===== config.mk =====
export PLATFORM = sky130hd
export DESIGN_NAME = mem_bridge
export DESIGN_NICKNAME = d
export VERILOG_FILES = /design/src/rtl/mem_bridge.sv
export SDC_FILE = /design/constraint.sdc
export NUM_CORES = 1
export LEC_CHECK = 0
export BUFFER_PORTS_ARGS = -buffer_cell sky130_fd_sc_hd__buf_2
export CORE_MARGIN = 1.5
export CORE_UTILIZATION = 45
export DETAILED_ROUTE_END_ITERATION = 10
export PLACE_DENSITY = 0.76
export SYNTH_ARGS = -nofsm -noshare
export SYNTH_HDL_FRONTEND = slang
export SYNTH_SLANG_ARGS = --single-unit

===== constraint.sdc =====
create_clock -name clk -period 3.6 [get_ports clk]
set_clock_uncertainty 0.2 [all_clocks]
set_input_delay 0 -clock clk [delete_from_list [all_inputs] [get_ports clk]]
set_output_delay 0 -clock clk [all_outputs]
set_load 0.01 [all_outputs]

===== src/rtl/mem_bridge.sv =====
// mem_bridge: turns the core's size/sign memory accesses into word-aligned req/ack bus cycles.
// Define MEM_MISALIGN_SPLIT_EN to split misaligned accesses into two bus words instead of erroring.
`ifndef XLEN
`define XLEN 32
`endif

module mem_bridge #(
  parameter int TIMEOUT_CYCLES = 1023
) (
  input  logic              clk,
  input  logic              rst,
  input  logic              cpu_req,
  input  logic              cpu_wen,
  input  logic [2:0]        cpu_mode,
  input  logic [`XLEN-1:0]  cpu_addr,
  input  logic [`XLEN-1:0]  cpu_wdata,
  output logic [`XLEN-1:0]  cpu_rdata,
  output logic              cpu_ready,
  output logic              cpu_err,
  output logic              bus_req,
  output logic              bus_we,
  output logic [`XLEN-1:0]  bus_addr,
  output logic [3:0]        bus_be,
  output logic [`XLEN-1:0]  bus_wdata,
  input  logic [`XLEN-1:0]  bus_rdata,
  input  logic              bus_ack
);

  localparam logic [1:0] IDLE = 2'd0;
  localparam logic [1:0] BUS0 = 2'd1;
  localparam logic [1:0] BUS1 = 2'd2;
  localparam logic [1:0] RESP = 2'd3;

  localparam logic       WD_EN   = (TIMEOUT_CYCLES != 0);
  localparam logic [9:0] WD_LAST = 10'(TIMEOUT_CYCLES - 1);

  function automatic logic mode_legal(input logic [2:0] mode);
    case (mode)
      3'b000, 3'b001, 3'b010, 3'b100, 3'b101: mode_legal = 1'b1;
      default:                                mode_legal = 1'b0;
    endcase
  endfunction

  // Shift the addressed bytes down to bit 0, then sign/zero extend by mode[2].
  function automatic logic [31:0] load_extract(input logic [63:0] raw,
                                               input logic [1:0]  off,
                                               input logic [2:0]  mode);
    logic [31:0] shifted;
    shifted = 32'(raw >> {off, 3'b000});
    case (mode[1:0])
      2'b00:   load_extract = {{24{~mode[2] & shifted[7]}}, shifted[7:0]};
      2'b01:   load_extract = {{16{~mode[2] & shifted[15]}}, shifted[15:0]};
      2'b10:   load_extract = shifted;
      default: load_extract = 32'h0000_0000;
    endcase
  endfunction

  logic [1:0]  state_r;
  logic        wen_r;
  logic [2:0]  mode_r;
  logic [1:0]  off_r;
  logic [9:0]  wd_cnt_r;
  logic [7:0]  size_mask_s;
  logic [7:0]  be8_s;
  logic [31:0] wdata_lo_s;
  logic        misalign_s;
  logic        accept_ok_s;
  logic        wd_expired_s;
  logic [63:0] raw_s;
  logic [31:0] load_data_s;
`ifdef MEM_MISALIGN_SPLIT_EN
  logic [31:0] wdata_hi_s;
  logic [3:0]  be_hi_r;
  logic [31:0] wdata_hi_r;
  logic        split_r;
  logic [31:0] lo_r;
`endif

  // Lane mask, lane-positioned store data and legality of the access being offered.
  always_comb begin
    case (cpu_mode[1:0])
      2'b00:   size_mask_s = 8'h01;
      2'b01:   size_mask_s = 8'h03;
      2'b10:   size_mask_s = 8'h0F;
      default: size_mask_s = 8'h00;
    endcase
    be8_s      = size_mask_s << cpu_addr[1:0];
    misalign_s = |be8_s[7:4];
`ifdef MEM_MISALIGN_SPLIT_EN
    {wdata_hi_s, wdata_lo_s} = {32'h0000_0000, cpu_wdata} << {cpu_addr[1:0], 3'b000};
    accept_ok_s = mode_legal(cpu_mode);
`else
    wdata_lo_s  = cpu_wdata << {cpu_addr[1:0], 3'b000};
    accept_ok_s = mode_legal(cpu_mode) & ~misalign_s;
`endif
  end

  // Load result assembly: the second word of a split read supplies the high half.
  always_comb begin
`ifdef MEM_MISALIGN_SPLIT_EN
    if (state_r == BUS1) begin
      raw_s = {bus_rdata, lo_r};
    end else begin
      raw_s = {32'h0000_0000, bus_rdata};
    end
`else
    raw_s = {32'h0000_0000, bus_rdata};
`endif
    load_data_s  = load_extract(raw_s, off_r, mode_r);
    wd_expired_s = WD_EN & (wd_cnt_r == WD_LAST);
  end

  // Access sequencer: accept, run one or two bus handshakes, then pulse the response.
  always_ff @(posedge clk or posedge rst) begin
    if (rst) begin
      state_r   <= IDLE;
      wen_r     <= 1'b0;
      mode_r    <= 3'b000;
      off_r     <= 2'b00;
      wd_cnt_r  <= 10'd0;
      cpu_rdata <= 32'h0000_0000;
      cpu_ready <= 1'b0;
      cpu_err   <= 1'b0;
      bus_req   <= 1'b0;
      bus_we    <= 1'b0;
      bus_addr  <= 32'h0000_0000;
      bus_be    <= 4'b0000;
      bus_wdata <= 32'h0000_0000;
`ifdef MEM_MISALIGN_SPLIT_EN
      be_hi_r    <= 4'b0000;
      wdata_hi_r <= 32'h0000_0000;
      split_r    <= 1'b0;
      lo_r       <= 32'h0000_0000;
`endif
    end else begin
      cpu_ready <= 1'b0;
      cpu_err   <= 1'b0;
      case (state_r)
        IDLE: begin
          if (cpu_req) begin
            wen_r  <= cpu_wen;
            mode_r <= cpu_mode;
            off_r  <= cpu_addr[1:0];
            if (accept_ok_s) begin
              state_r   <= BUS0;
              bus_req   <= 1'b1;
              bus_we    <= cpu_wen;
              bus_addr  <= {cpu_addr[31:2], 2'b00};
              bus_be    <= be8_s[3:0];
              bus_wdata <= wdata_lo_s;
              wd_cnt_r  <= 10'd0;
`ifdef MEM_MISALIGN_SPLIT_EN
              be_hi_r    <= be8_s[7:4];
              wdata_hi_r <= wdata_hi_s;
              split_r    <= misalign_s;
`endif
            end else begin
              state_r   <= RESP;
              cpu_ready <= 1'b1;
              cpu_err   <= 1'b1;
              cpu_rdata <= 32'h0000_0000;
            end
          end
        end
        BUS0: begin
          if (bus_ack) begin
            bus_req <= 1'b0;
`ifdef MEM_MISALIGN_SPLIT_EN
            if (split_r) begin
              lo_r      <= bus_rdata;
              bus_addr  <= bus_addr + 32'd4;
              bus_be    <= be_hi_r;
              bus_wdata <= wdata_hi_r;
              state_r   <= BUS1;
            end else begin
              state_r   <= RESP;
              cpu_ready <= 1'b1;
              if (!wen_r) begin
                cpu_rdata <= load_data_s;
              end
            end
`else
            state_r   <= RESP;
            cpu_ready <= 1'b1;
            if (!wen_r) begin
              cpu_rdata <= load_data_s;
            end
`endif
          end else if (wd_expired_s) begin
            bus_req   <= 1'b0;
            state_r   <= RESP;
            cpu_ready <= 1'b1;
            cpu_err   <= 1'b1;
            cpu_rdata <= 32'h0000_0000;
          end else begin
            wd_cnt_r <= wd_cnt_r + 10'd1;
          end
        end
`ifdef MEM_MISALIGN_SPLIT_EN
        BUS1: begin
          // First BUS1 cycle leaves the bus idle; the second word is offered on the next.
          if (!bus_req) begin
            bus_req  <= 1'b1;
            wd_cnt_r <= 10'd0;
          end else if (bus_ack) begin
            bus_req   <= 1'b0;
            state_r   <= RESP;
            cpu_ready <= 1'b1;
            if (!wen_r) begin
              cpu_rdata <= load_data_s;
            end
          end else if (wd_expired_s) begin
            bus_req   <= 1'b0;
            state_r   <= RESP;
            cpu_ready <= 1'b1;
            cpu_err   <= 1'b1;
            cpu_rdata <= 32'h0000_0000;
          end else begin
            wd_cnt_r <= wd_cnt_r + 10'd1;
          end
        end
`endif
        RESP: begin
          state_r <= IDLE;
        end
        default: begin
          state_r <= IDLE;
          bus_req <= 1'b0;
        end
      endcase
    end
  end

endmodule


Yosys cells after proc, flatten, opt, wreduce, memory -nomap -nowiden:

Index checks and enable logic that the tools add are counted.

* flip-flop bits (word level): 120
* input port bits: 104
* output and inout port bits: 104
* word-level logic and storage cells: 85

* add/subtract/negate cells: 1
* eq/ne operators: 18
* shift operators: 3
* muxes and demuxes: 31
* bitwise logic cells: 6
* reductions and logical operators: 13

Operators with widths (number)
* $mux W32: 5
* $pmux W32 S3: 1
* $pmux W32 S2: 1
* $mux W10: 4
* $shl A32 B5 Y32: 1
* $shr A32 B5 Y32: 1
* $pmux W10 S2: 1
* $pmux W4 S3: 1
* $add A10 B1 Y10 const B: 1
* $eq A10 B10 Y1 const B: 1
* $mux W1: 10
* $ne A2 B2 Y1 const B: 5
* $reduce_and A5 Y1: 2
* $mux W2: 4
* $shl A8 B2 Y8: 1
* $eq A2 B1 Y1 const B: 3
* $eq A2 B2 Y1 const B: 3
* $eq A3 B3 Y1 const B: 2
* $logic_not A2 Y1: 3
* $ne A3 B3 Y1 const B: 2
* $reduce_or A5 Y1: 1
* $pmux W1 S2: 2
* $pmux W2 S2: 1
* $reduce_and A2 Y1: 2
* other kinds (10): 14

Logic depth before layout (Yosys ltp):

* depth in word-level cells: 9
* depth in mapped cells: 9
* gate-level depth less buffers: 7

Least setup slack after synthesis:

Ideal clock, no wire load.

* path kind: reg-to-reg
* start: register wd_cnt_r[0]
* end: register cpu_rdata[26]
* arrival: 1750 ps
* required time: 3274 ps
* setup slack: 1524 ps
* cell stages (with the launch flop): 9
* path buffers: 1
* cell sequence: dfrtp_1 -> inv_1 -> ha_1 -> and4_1 -> a31oi_1 -> a31oi_1 -> nand3_1 -> clkbuf_1 -> a221o_1

* word-level cells in the longest chain between the ends: 3

Ends and longest elaborated chain
* start: declaration: line 62 `logic [9:0] wd_cnt_r;`
* start signal: assignment: line 196 `wd_cnt_r <= wd_cnt_r + 10'd1;`
* $eq A10 B10 Y1: line 110 `wd_expired_s = WD_EN & (wd_cnt_r == WD_LAST);`
* $ne A3 B3 Y1 (no source line)
* $reduce_and A5 Y1 (no source line)
* end signal: assignment: line 186 `cpu_rdata <= load_data_s;`
* end: declaration: line 17 `` output logic [`XLEN-1:0] cpu_rdata, ``

Every way passes these cells.
A chain may end at the register's enable or synchronous reset.

Worst setup path after layout:

* start: register state_r[0]
* end: register bus_wdata[31]

* word-level cells in the longest chain between the ends: 2

Ends and longest elaborated chain
* start: declaration: line 58 `logic [1:0] state_r;`
* start signal: assignment: line 116 `state_r <= IDLE;`
* start signal: assignment: line 145 `state_r <= BUS0;`
* start signal: assignment: line 158 `state_r <= RESP;`
* $logic_not A2 Y1: line 138 `case (state_r)`
* $reduce_and A3 Y1 (no source line)
* end signal: assignment: line 150 `bus_wdata <= wdata_lo_s;`
* end: declaration: line 24 `` output logic [`XLEN-1:0] bus_wdata, ``

Every way passes these cells.

==> flow_metrics.py <==
metrics = {
    "clocking": {
        "clkTransAtPathRegs_ps": 60,
        "cts.sinks": 120,
        "cts_tree": "yes",
        "ctsHoldBuffers": 114,
        "cts_root_buffer": "clkbuf_16",
        "clkLatencyLatePin_ps": 410,
        "cts_buffers": 17,
        "clock_path_buffers": 2,
        "cts_resized": 0,
        "post_cts_buffers": 0,
        "ctsHtreeMaxLevel": 4,
    },
    "sta": {
        "tns_ps": 0,
        "setup_viol": 0,
        "tightest_slew_ps": 960,
        "rsz0062_at_grt": "no",
        "slew_headroom_pct": 35.9,
        "finalHoldViolCount": 0,
        "drv_slew": 0,
        "period_share_pct": 79.7,
        "max_freq_mhz": 348,
        "period_needed_ps": 2870,
        "hold_ws_ps": 42.7,
    },
    "cells_and_area": {
        "syn_to_final_growth_pct": 48.5,
        "num_antenna_cells": 0,
        "drive_gt1_share_pct": 29.3,
        "nets": 1031,
        "final_area_um2": 8810,
    },
    "yosys": {
        "synthTopCellsByArea": "dfrtp_1, nand2_1, mux2i_1",
        "yosys_warnings": 0,
        "synthArstFlopShare_pct": 100,
        "synth_ff_type": "dfrtp_1",
        "yosys-top-cells-count": "nand2_1, dfrtp_1, mux2i_1, o21ai_0, clkbuf_1",
        "synth_area_per_cell_um2": 9.59,
        "netlist.top_cell.by_area": "dfrtp_1",
        "yosysTopAreaCellShare_pct": 50.6,
        "ys_ff_latch": 120,
        "netlist_instances": 619,
        "yosysUniqueCellTypes": 52,
        "seq_area_frac_synth_pct": 50.6,
        "yosysMostFrequentCell": "nand2_1",
        "synth-edff-count": 0,
        "mappedNetlistArea_um2": 5940,
    },
    "route": {
        "drtIter0Drc": 499,
        "vias": 5938,
        "ant_nets": 0,
        "wire_per_inst_um": 16.9,
        "totalWireLength_um": 18700,
        "dr.pass1.iters": 5,
        "drc": 0,
        "via_per_inst": 5.37,
    },
    "status": {
        "outcome": "complete, no violations",
    },
    "grt": {
        "grt_max_degree": 74,
        "antenna_found_initial": 0,
        "grt-ovfl-total": 0,
        "first_global_vias": 6014,
        "grt_usage_pct": 27.0,
        "grt_pass1_wl_um": 29900,
    },
    "critical_path": {
        "endpoint_kind": "flop",
        "crit_chain": "nor3_4, nor3_4, and3_4, o211ai_1, dlygate4sd3_1, nand2_1",
        "worst_ep_arrival_time_ps": 3020,
        "critPathRequiredTime_ps": 3750,
        "start_kind": "flop",
        "cp_top_family": "simple AND/OR/NAND/NOR gates",
        "path_max_fanout": 57,
        "crit_slowest_cell": "and3_4",
        "max_stage_delay_ps": 680,
        "crit_path_frequent_cell": "nor3_4",
        "path_class": "reg2reg",
        "crit_buf_inv": 1,
    },
    "floorplanning": {
        "start_util_pct": 46.7,
        "die_w_um": 118,
        "die_h_um": 118,
        "rows": 41,
        "dieArea_um2": 13900,
        "core_um2": 12700,
        "boundaryPins": 208,
    },
    "power_and_ir_drop": {
        "p_leak_uw": 0.00460,
        "power.total_uw": 6570,
        "power_density_nw_per_um2": 746,
        "ir_drop_mv": 0.382,
    },
    "place": {
        "dpl_cell_area_um2": 7040,
        "dp_hpwl_um": 10700,
        "place.gp.congestion": 0.884,
        "port_buffers": 205,
    },
    "hold_path": {
        "hold_path.class": "in2reg",
    },
    "flow_run": {
        "maxCapViolations": 0,
    },
}
logic make-up after synthesis:
| kind of cell | Yosys count | synth area share, % |
|---|---|---|
| fa+ha+maj | 7 | 1.48 |
| flops | 120 | 50.6 |
| simple gates | 254 | 19.2 |
| buf+inv | 54 | 4.28 |
| other cells | 1 | 0.0632 |
| mux | 50 | 8.79 |
| compound gates | 133 | 15.6 |
layout by cell type, fill, tap and decap left out, drive strengths merged, types with 4 or more instances in the layout:
| master | instances |
|---|---|
| buf | 211 |
| inv | 13 |
| or3 | 5 |
| a211o | 8 |
| o211ai | 6 |
| a21boi | 7 |
| ha | 7 |
| clkinv | 4 |
| a211oi | 9 |
| mux2i | 33 |
| o31ai | 8 |
| mux2 | 17 |
| dlygate4sd3 | 114 |
| clkbuf | 18 |
| nand3 | 15 |
| nor2b | 9 |
| a221o | 9 |
| bufinv | 4 |
| o2bb2ai | 15 |
| a21oi | 22 |
| nand2 | 178 |
| nand2b | 4 |
| or4 | 4 |
| o41ai | 4 |
| o21ai | 34 |
| dfrtp | 120 |
| nor2 | 24 |
path summary, 6_finish.rpt:
check / slack (ps) / depth (start not counted) / endpoint / start
min in group asynchronous: 80 / 3 / bus_addr[10] / rst
worst min-delay path: 40 / 2 / bus_wdata[13] / cpu_addr[1]
max in group asynchronous: 2340 / 4 / bus_be[1] / rst
worst max-delay path: 730 / 6 / bus_wdata[31] / state_r[0]
worst min register to register: 270 / 2 / bus_wdata[1] / bus_wdata[1]
worst max register to register: 730 / 6 / bus_wdata[31] / state_r[0]
stage by stage:
stage | util, % | setup WS, ps | instances
6_report | 69.3 | 730 | 1105
2_1_floorplan | - | 214 | 620
5_1_grt | 69.3 | 588 | 1105
4_1_cts | 69.3 | 756 | 1105
3_5_place_dp | 55.3 | 960 | 959
3_3_place_gp | 55.3 | 1020 | 959
area by class of cell:
type	count	area [um2]
fillers	907	3910
well taps	172	215
flip-flops and latches	120	3000
clock buffers	18	439
inverters	10	40.0
clock inverters	14	196
multi-input cells	446	2680
repair buffers	325	2240
per-layer routing:
metal / track usage, % / vias to the layer above / share of wire, %
met4: 14.3 / 0 / 4.3
met3: 7.32 / 69 / 5.7
met1: 32.6 / 2842 / 42
li1: - / 2747 / -
met2: 44.2 / 280 / 48
met5: 0 / - / 0
state kept, by name (all words and copies together), names as in the netlist:
| name | flops |
|---|---|
| wen_r | 1 |
| bus_addr | 30 |
| state_r | 2 |
| cpu_err | 1 |
| bus_wdata | 32 |
| off_r | 2 |
| cpu_ready | 1 |
| cpu_rdata | 32 |
| bus_be | 4 |
| wd_cnt_r | 10 |
| mode_r | 3 |
| bus_we | 1 |
| bus_req | 1 |
power by group:
part	leakage, uW	switching, uW	internal, uW
Combinational	0.00273	1390	1050
Sequential	0.00157	414	1890
Clock	0.000303	642	1180
Total	0.00460	2450	4120
worst reg2reg max path: cells and delay by family (launching register included):
family                 cells  cell delay (ps)
and+or+nand+nor            4             1260
DFF                        1              560
AOI/OAI and AO/OA          1              190
buffers and inverters      1              600
(Power assumes the default switching activity.)
